<file path="config.mk">
export PLATFORM = sky130hd
export DESIGN_NAME = axi_wr_req_arbiter
export DESIGN_NICKNAME = d
export VERILOG_FILES = /design/src/rtl/axi_wr_req_arbiter.sv
export SDC_FILE = /design/constraint.sdc
export NUM_CORES = 1
export LEC_CHECK = 0
export BUFFER_PORTS_ARGS = -buffer_cell sky130_fd_sc_hd__buf_2
export CAP_MARGIN = 20
export CORE_AREA = 2 2 252 254
export CTS_CLUSTER_SIZE = 40
export DETAILED_ROUTE_END_ITERATION = 10
export DIE_AREA = 0 0 254 256
export GPL_TIMING_DRIVEN = 1
export HOLD_SLACK_MARGIN = 0.1
export PLACE_DENSITY = 0.32
export SKIP_CTS_REPAIR_TIMING = 1
export SYNTH_ARGS = -nofsm -noshare
export SYNTH_HDL_FRONTEND = slang
export SYNTH_SLANG_ARGS = --single-unit
</file>
<file path="constraint.sdc">
create_clock -name AClk -period 2.6 [get_ports AClk]
set_clock_uncertainty 0.15 [all_clocks]
set_input_delay 0.65 -clock AClk [delete_from_list [all_inputs] [get_ports AClk]]
set_output_delay 0.65 -clock AClk [all_outputs]
set_load 0.03 [all_outputs]
</file>
<file path="src/rtl/axi_wr_req_arbiter.sv">
// Round-robin arbiter sharing one AXI write controller between NUM_REQ requesters:
// grants, latches controls, streams the owner's beats and routes the write response back.
module axi_wr_req_arbiter #(
    parameter int NUM_REQ      = 4,
    parameter int addr_width   = 32,
    parameter int data_width   = 64,
    parameter int strobe_width = data_width / 8,
    parameter int TIMEOUT      = 1024
) (
    input  logic                             AClk,
    input  logic                             ARst,
    input  logic [NUM_REQ-1:0]               req_valid,
    output logic [NUM_REQ-1:0]               req_ready,
    input  logic [NUM_REQ*addr_width-1:0]    req_addr,
    input  logic [NUM_REQ*4-1:0]             req_len,
    input  logic [NUM_REQ*3-1:0]             req_size,
    input  logic [NUM_REQ*2-1:0]             req_burst,
    input  logic [NUM_REQ*2-1:0]             req_lock,
    input  logic [NUM_REQ*2-1:0]             req_cache,
    input  logic [NUM_REQ*3-1:0]             req_prot,
    input  logic [NUM_REQ*data_width-1:0]    req_wdata,
    input  logic [NUM_REQ*strobe_width-1:0]  req_wstrb,
    output logic [NUM_REQ-1:0]               req_wready,
    output logic [addr_width-1:0]            awaddr_d,
    output logic [3:0]                       awlen_d,
    output logic [2:0]                       awsize_d,
    output logic [1:0]                       awburst_d,
    output logic [1:0]                       awlock_d,
    output logic [1:0]                       awcache_d,
    output logic [2:0]                       awprot_d,
    output logic [3:0]                       TXN_ID_W_d,
    output logic [data_width-1:0]            wdata_d,
    output logic [strobe_width-1:0]          wstrb_d,
    output logic                             wr_trn_en,
    input  logic                             wr_beat_ack,
    input  logic [1:0]                       bresp_d,
    input  logic [3:0]                       bid_d,
    input  logic                             wr_rsp_en_d,
    output logic [NUM_REQ-1:0]               rsp_valid,
    output logic [1:0]                       rsp_resp,
    output logic [3:0]                       rsp_id,
    output logic                             busy,
    output logic                             id_err,
    output logic                             timeout_err
);

    localparam int          IdxW   = $clog2(NUM_REQ);
    localparam logic [15:0] ToLast = 16'(TIMEOUT - 1);

    typedef enum logic [1:0] {
        IDLE     = 2'd0,
        GRANT    = 2'd1,
        DATA     = 2'd2,
        WAIT_RSP = 2'd3
    } state_e;

    state_e                  state_q, state_d;
    logic [IdxW-1:0]         grantIdx_q;
    logic [IdxW-1:0]         lastGrant_q;
    logic [IdxW-1:0]         winnerIdx;
    logic [NUM_REQ-1:0]      winnerOh;
    logic [NUM_REQ-1:0]      grantOh;
    logic                    anyReq;
    logic [4:0]              beatCnt_q;
    logic [15:0]             toCnt_q;

    logic [addr_width-1:0]   awaddr_q;
    logic [3:0]              awlen_q;
    logic [2:0]              awsize_q;
    logic [1:0]              awburst_q;
    logic [1:0]              awlock_q;
    logic [1:0]              awcache_q;
    logic [2:0]              awprot_q;
    logic [3:0]              txnId_q;

    logic [NUM_REQ-1:0]      reqReady_q;
    logic [NUM_REQ-1:0]      rspValid_q;
    logic                    wrTrnEn_q;
    logic                    timeoutErr_q;
    logic                    idErr_q;
    logic [1:0]              rspResp_q;
    logic [3:0]              rspId_q;

    logic                    beatAck;
    logic                    lastBeat;
    logic                    rspFire;
    logic                    toFire;

    // Search starts one past the previous owner so every pending requester is served in turn.
    always_comb begin
        int              cand;
        logic [IdxW-1:0] candIdx;
        cand      = 0;
        candIdx   = '0;
        anyReq    = 1'b0;
        winnerIdx = '0;
        for (int k = 1; k <= NUM_REQ; k++) begin
            cand = int'(lastGrant_q) + k;
            if (cand >= NUM_REQ) begin
                cand = cand - NUM_REQ;
            end
            candIdx = IdxW'(cand);
            if (!anyReq && req_valid[candIdx]) begin
                anyReq    = 1'b1;
                winnerIdx = candIdx;
            end
        end
    end

    always_comb begin
        winnerOh            = '0;
        winnerOh[winnerIdx] = 1'b1;
        grantOh             = '0;
        grantOh[grantIdx_q] = 1'b1;
    end

    always_comb begin
        state_d  = state_q;
        beatAck  = 1'b0;
        lastBeat = 1'b0;
        rspFire  = 1'b0;
        toFire   = 1'b0;
        case (state_q)
            IDLE: begin
                if (anyReq) begin
                    state_d = GRANT;
                end
            end
            GRANT: begin
                state_d = DATA;
            end
            DATA: begin
                if (wr_beat_ack) begin
                    beatAck = 1'b1;
                    if (beatCnt_q == 5'd1) begin
                        lastBeat = 1'b1;
                        state_d  = WAIT_RSP;
                    end
                end
            end
            WAIT_RSP: begin
                // A real response in the final allowed cycle beats the timeout.
                if (wr_rsp_en_d) begin
                    rspFire = 1'b1;
                    state_d = IDLE;
                end else if (toCnt_q == ToLast) begin
                    toFire  = 1'b1;
                    state_d = IDLE;
                end
            end
            default: begin
                state_d = IDLE;
            end
        endcase
    end

    always_comb begin
        req_wready = '0;
        wdata_d    = '0;
        wstrb_d    = '0;
        busy       = (state_q != IDLE);
        if (state_q == DATA) begin
            req_wready[grantIdx_q] = wr_beat_ack;
            wdata_d = req_wdata[grantIdx_q*data_width +: data_width];
            wstrb_d = req_wstrb[grantIdx_q*strobe_width +: strobe_width];
        end
    end

    always_ff @(posedge AClk or negedge ARst) begin
        if (!ARst) begin
            state_q <= IDLE;
        end else begin
            state_q <= state_d;
        end
    end

    always_ff @(posedge AClk or negedge ARst) begin
        if (!ARst) begin
            grantIdx_q   <= '0;
            lastGrant_q  <= IdxW'(NUM_REQ - 1);
            beatCnt_q    <= '0;
            toCnt_q      <= '0;
            awaddr_q     <= '0;
            awlen_q      <= '0;
            awsize_q     <= '0;
            awburst_q    <= '0;
            awlock_q     <= '0;
            awcache_q    <= '0;
            awprot_q     <= '0;
            txnId_q      <= '0;
            reqReady_q   <= '0;
            rspValid_q   <= '0;
            wrTrnEn_q    <= 1'b0;
            timeoutErr_q <= 1'b0;
            idErr_q      <= 1'b0;
            rspResp_q    <= '0;
            rspId_q      <= '0;
        end else begin
            reqReady_q   <= '0;
            rspValid_q   <= '0;
            wrTrnEn_q    <= 1'b0;
            timeoutErr_q <= 1'b0;

            if (state_q == IDLE && anyReq) begin
                grantIdx_q <= winnerIdx;
                txnId_q    <= 4'(winnerIdx);
                awaddr_q   <= req_addr[winnerIdx*addr_width +: addr_width];
                awlen_q    <= req_len[winnerIdx*4 +: 4];
                awsize_q   <= req_size[winnerIdx*3 +: 3];
                awburst_q  <= req_burst[winnerIdx*2 +: 2];
                awlock_q   <= req_lock[winnerIdx*2 +: 2];
                awcache_q  <= req_cache[winnerIdx*2 +: 2];
                awprot_q   <= req_prot[winnerIdx*3 +: 3];
                reqReady_q <= winnerOh;
                wrTrnEn_q  <= 1'b1;
            end

            if (state_q == GRANT) begin
                beatCnt_q   <= {1'b0, awlen_q} + 5'd1;
                lastGrant_q <= grantIdx_q;
            end else if (beatAck) begin
                beatCnt_q <= beatCnt_q - 5'd1;
            end

            if (lastBeat) begin
                toCnt_q <= '0;
            end else if (state_q == WAIT_RSP) begin
                toCnt_q <= toCnt_q + 16'd1;
            end

            // The response always returns to the owner, even when its ID disagrees.
            if (rspFire) begin
                rspValid_q <= grantOh;
                rspResp_q  <= bresp_d;
                rspId_q    <= bid_d;
                if (bid_d != txnId_q) begin
                    idErr_q <= 1'b1;
                end
            end else if (toFire) begin
                rspValid_q   <= grantOh;
                rspResp_q    <= 2'b10;
                rspId_q      <= txnId_q;
                timeoutErr_q <= 1'b1;
            end
        end
    end

    assign req_ready   = reqReady_q;
    assign wr_trn_en   = wrTrnEn_q;
    assign rsp_valid   = rspValid_q;
    assign rsp_resp    = rspResp_q;
    assign rsp_id      = rspId_q;
    assign timeout_err = timeoutErr_q;
    assign id_err      = idErr_q;
    assign awaddr_d    = awaddr_q;
    assign awlen_d     = awlen_q;
    assign awsize_d    = awsize_q;
    assign awburst_d   = awburst_q;
    assign awlock_d    = awlock_q;
    assign awcache_d   = awcache_q;
    assign awprot_d    = awprot_q;
    assign TXN_ID_W_d  = txnId_q;

endmodule
</file>
==> metrics.yaml <==
status: "finished with violations"
violations: "negative setup slack"
yosysTopAreaCell: "dfrtp_1"
cts_htree_levels: 3
fin_ws_ps: -244
crit_type: "reg -> out"
combPwrFrac_pct: 71.8
post-route-util_pct: 20.7
fmax_mhz: 352
place_ws_ps: -11.7
internal_power_mw: 7.73
grt_pass1_vias: 8743
clk_pin_slew_ps: 70
dp.final_hpwl_mm: 39.6
crit_path_end_kind: "output port"
leakage_nw: 6.28
grt_max_degree: 41
slew_headroom_pct: 59.1
synth_top_family_by_area: "multiplexers"
met1Wirelength_mm: 16.9
start_kind: "flop"
power_density_nw_per_um2: 1150
routedWlPerCell_um: 21.8
numCtsBuffers: 9
switching_share_pct: 48.0
initialDrtViolationCount: 395
syn_avg_cell_area_um2: 11.0
die_w_um: 254
rows: 92
worstPathRequired_ps: 1800
clk_path_buf_depth: 2
wl_met2_mm: 24.8
final_max_slew_viol_count: 0
yosys.area_share.adder_pct: 1.53
synth_edf_count: 0
crit_fanout: 6
p_switching_mw: 7.15
gr-total-overflow: 0
min_period_ps: 2840
syn-instance-count: 668
chipHeight_um: 256
async_flop_share_pct: 100
ys.warnings.count: 0
clk_latency_ps: 380
p_clk_share_pct: 10.3
synth_area_leaders: "dfrtp_1 (31%), mux4_2 (22%), mux2i_1 (14%)"
layout_common_cells: "buf_2 (581), mux2i_1 (100), dfrtp_1 (88), mux4_2 (72), nand2_1 (70)"
routed_wl_mm: 47.2
via_per_inst: 3.82
holdWs_ps: 335
sequentialPowerShare_pct: 17.9
hold_viol_final: 0
ys.flop_type: "dfrtp_1"
numPortBuffers: 637
cts_tree: "yes"
cap_violations: 0
drc: 0
synthMuxAreaShare_pct: 35.9
drive_above_1_share_pct: 64.5
worstMarginPinSlew_ps: 608
synthSimpleGateAreaFrac_pct: 15.5
yosysTopAreaCellShare_pct: 30.5
whs_path_depth: 2
cts-root-buf: "clkbuf_16"
die_area_um2: 65000
clock_sinks: 92
ir_worst_vdd_uv: 335
vias: 8292
gr-usage-all-layers_pct: 13.7
finalNetCount: 1812
grt_antenna_before_repair: 21
place_area_um2: 11800
route.top_layer_used: "met5"
routabilityCongestion: 0.896
initial_core_util_pct: 11.8
layout_commonest_cell: "buf_2"
cp.arrival_ps: 2040
syn_area_um2: 7370
reg2reg_depth: 6
synth_xor_xnor_area_share_pct: 2.73
yosysUniqueCellTypes: 46
rsz0062_at_grt: "yes"
core_area_um2: 62400
ant_nets: 0
met3_length_mm: 3.48
dr.pass1.iters: 4
post-route-period-util_pct: 109
synth-seq-cells: 92
io_pins: 640
synth-compound-area-share_pct: 7.60
stdcell_area_um2: 12900
yosysSeqAreaShare_pct: 31.3
fill_cells: 7003
areaGrowthSynthToFinish_pct: 74.8
p_total_mw: 14.9
grt_pass1_wl_mm: 63.4
finalSetupViolCount: 72
worstHoldPathType: "reg -> reg"
## area by class of cell
class	instances	area (µm²)	share of cell area [%]
multi-input cells	504	4830	37.5
repair buffers	690	4300	33.3
flip-flops and latches	92	2310	17.9
well taps	846	1060	8.22
clock buffers	9	225	1.75
clock inverters	7	96.3	0.748
inverters	12	45.0	0.350
diodes	8	20.0	0.155
## power groups by stage
| stage | Combinational, mW | Sequential, mW | Clock, mW |
|---|---|---|---|
| final | 10.7 | 2.67 | 1.53 |
| after CTS | 9.49 | 2.71 | 1.65 |
| after floorplan | 5.34 | 3.41 | 0 |
| after global placement | 9.49 | 2.72 | 0 |
| after global routing | 11.4 | 2.79 | 1.68 |
| after detailed placement | 9.46 | 2.72 | 0 |
## Yosys cell counts, types with 2 or more instances
library cell,instances
clkbuf_4,3
nor2_1,35
o21ai_0,6
o221ai_1,48
mux4_2,72
nand2_1,72
xnor2_1,8
nor4_1,4
clkbuf_1,35
nand2b_1,7
buf_2,11
and3_1,2
nand4_1,6
a21oi_1,7
and2_1,73
buf_1,2
inv_1,10
inv_2,2
buf_12,5
o21ai_1,2
dfstp_2,2
buf_4,4
dfrtp_1,90
nor3_1,8
ha_1,9
nand3_1,12
mux2i_1,100
xor2_1,15
## registers in the layout, indices dropped and copies added, names as in the netlist
signal       flops
timeout_err      1
state_q          2
awlen_d          4
awburst_d        2
awaddr_d        32
grantIdx_q       2
rsp_resp         2
rsp_id           4
awcache_d        2
toCnt_q         16
lastGrant_q      2
rsp_valid        4
beatCnt_q        5
wr_trn_en        1
req_ready        4
id_err           1
awprot_d         3
awsize_d         3
awlock_d         2
## kinds of logic (layout without fill, tap and decap cells)
kind of cell               after synthesis  count (layout)
and+or+nand+nor                        225             225
xor gates and xnor gates                23              23
DFF                                     92              92
adders and majority gates                9               9
AOI/OAI and AO/OA                       71              71
buffers and inverters                   73             718
other                                    1              10
muxes                                  174             174
## critical path: stages, from the launching register on
cell	delay [ps]
dfrtp_4	450
buf_12	160
buf_12	140
mux4_2	600
and2_4	190
buf_6	130
## layer usage
layer | track usage [%] | vias to the layer above
met2 | 25.2 | 465
met1 | 14.1 | 3950
met4 | 7.22 | 8
met3 | 3.62 | 70
li1 | - | 3799
met5 | 0 | -
## worst paths after layout
check,start,endpoint,slack [ps]
min,awaddr_d[16],awaddr_d[16],340
max in group asynchronous,ARst,awlen_d[2],1100
min in group asynchronous,ARst,awaddr_d[7],610
min reg2reg,awaddr_d[16],awaddr_d[16],340
max,grantIdx_q[0],wdata_d[29],-240
max reg2reg,toCnt_q[0],state_q[1],170
## stage by stage
stage	instances	TNS (ps)
6_report	2168	-13270
3_3_place_gp	2134	-543
2_1_floorplan	669	-5460
5_1_grt	2163	-18670
4_1_cts	2150	-23390
3_5_place_dp	2134	-13.1
Note: power is estimated with default switching activity, not from simulation.
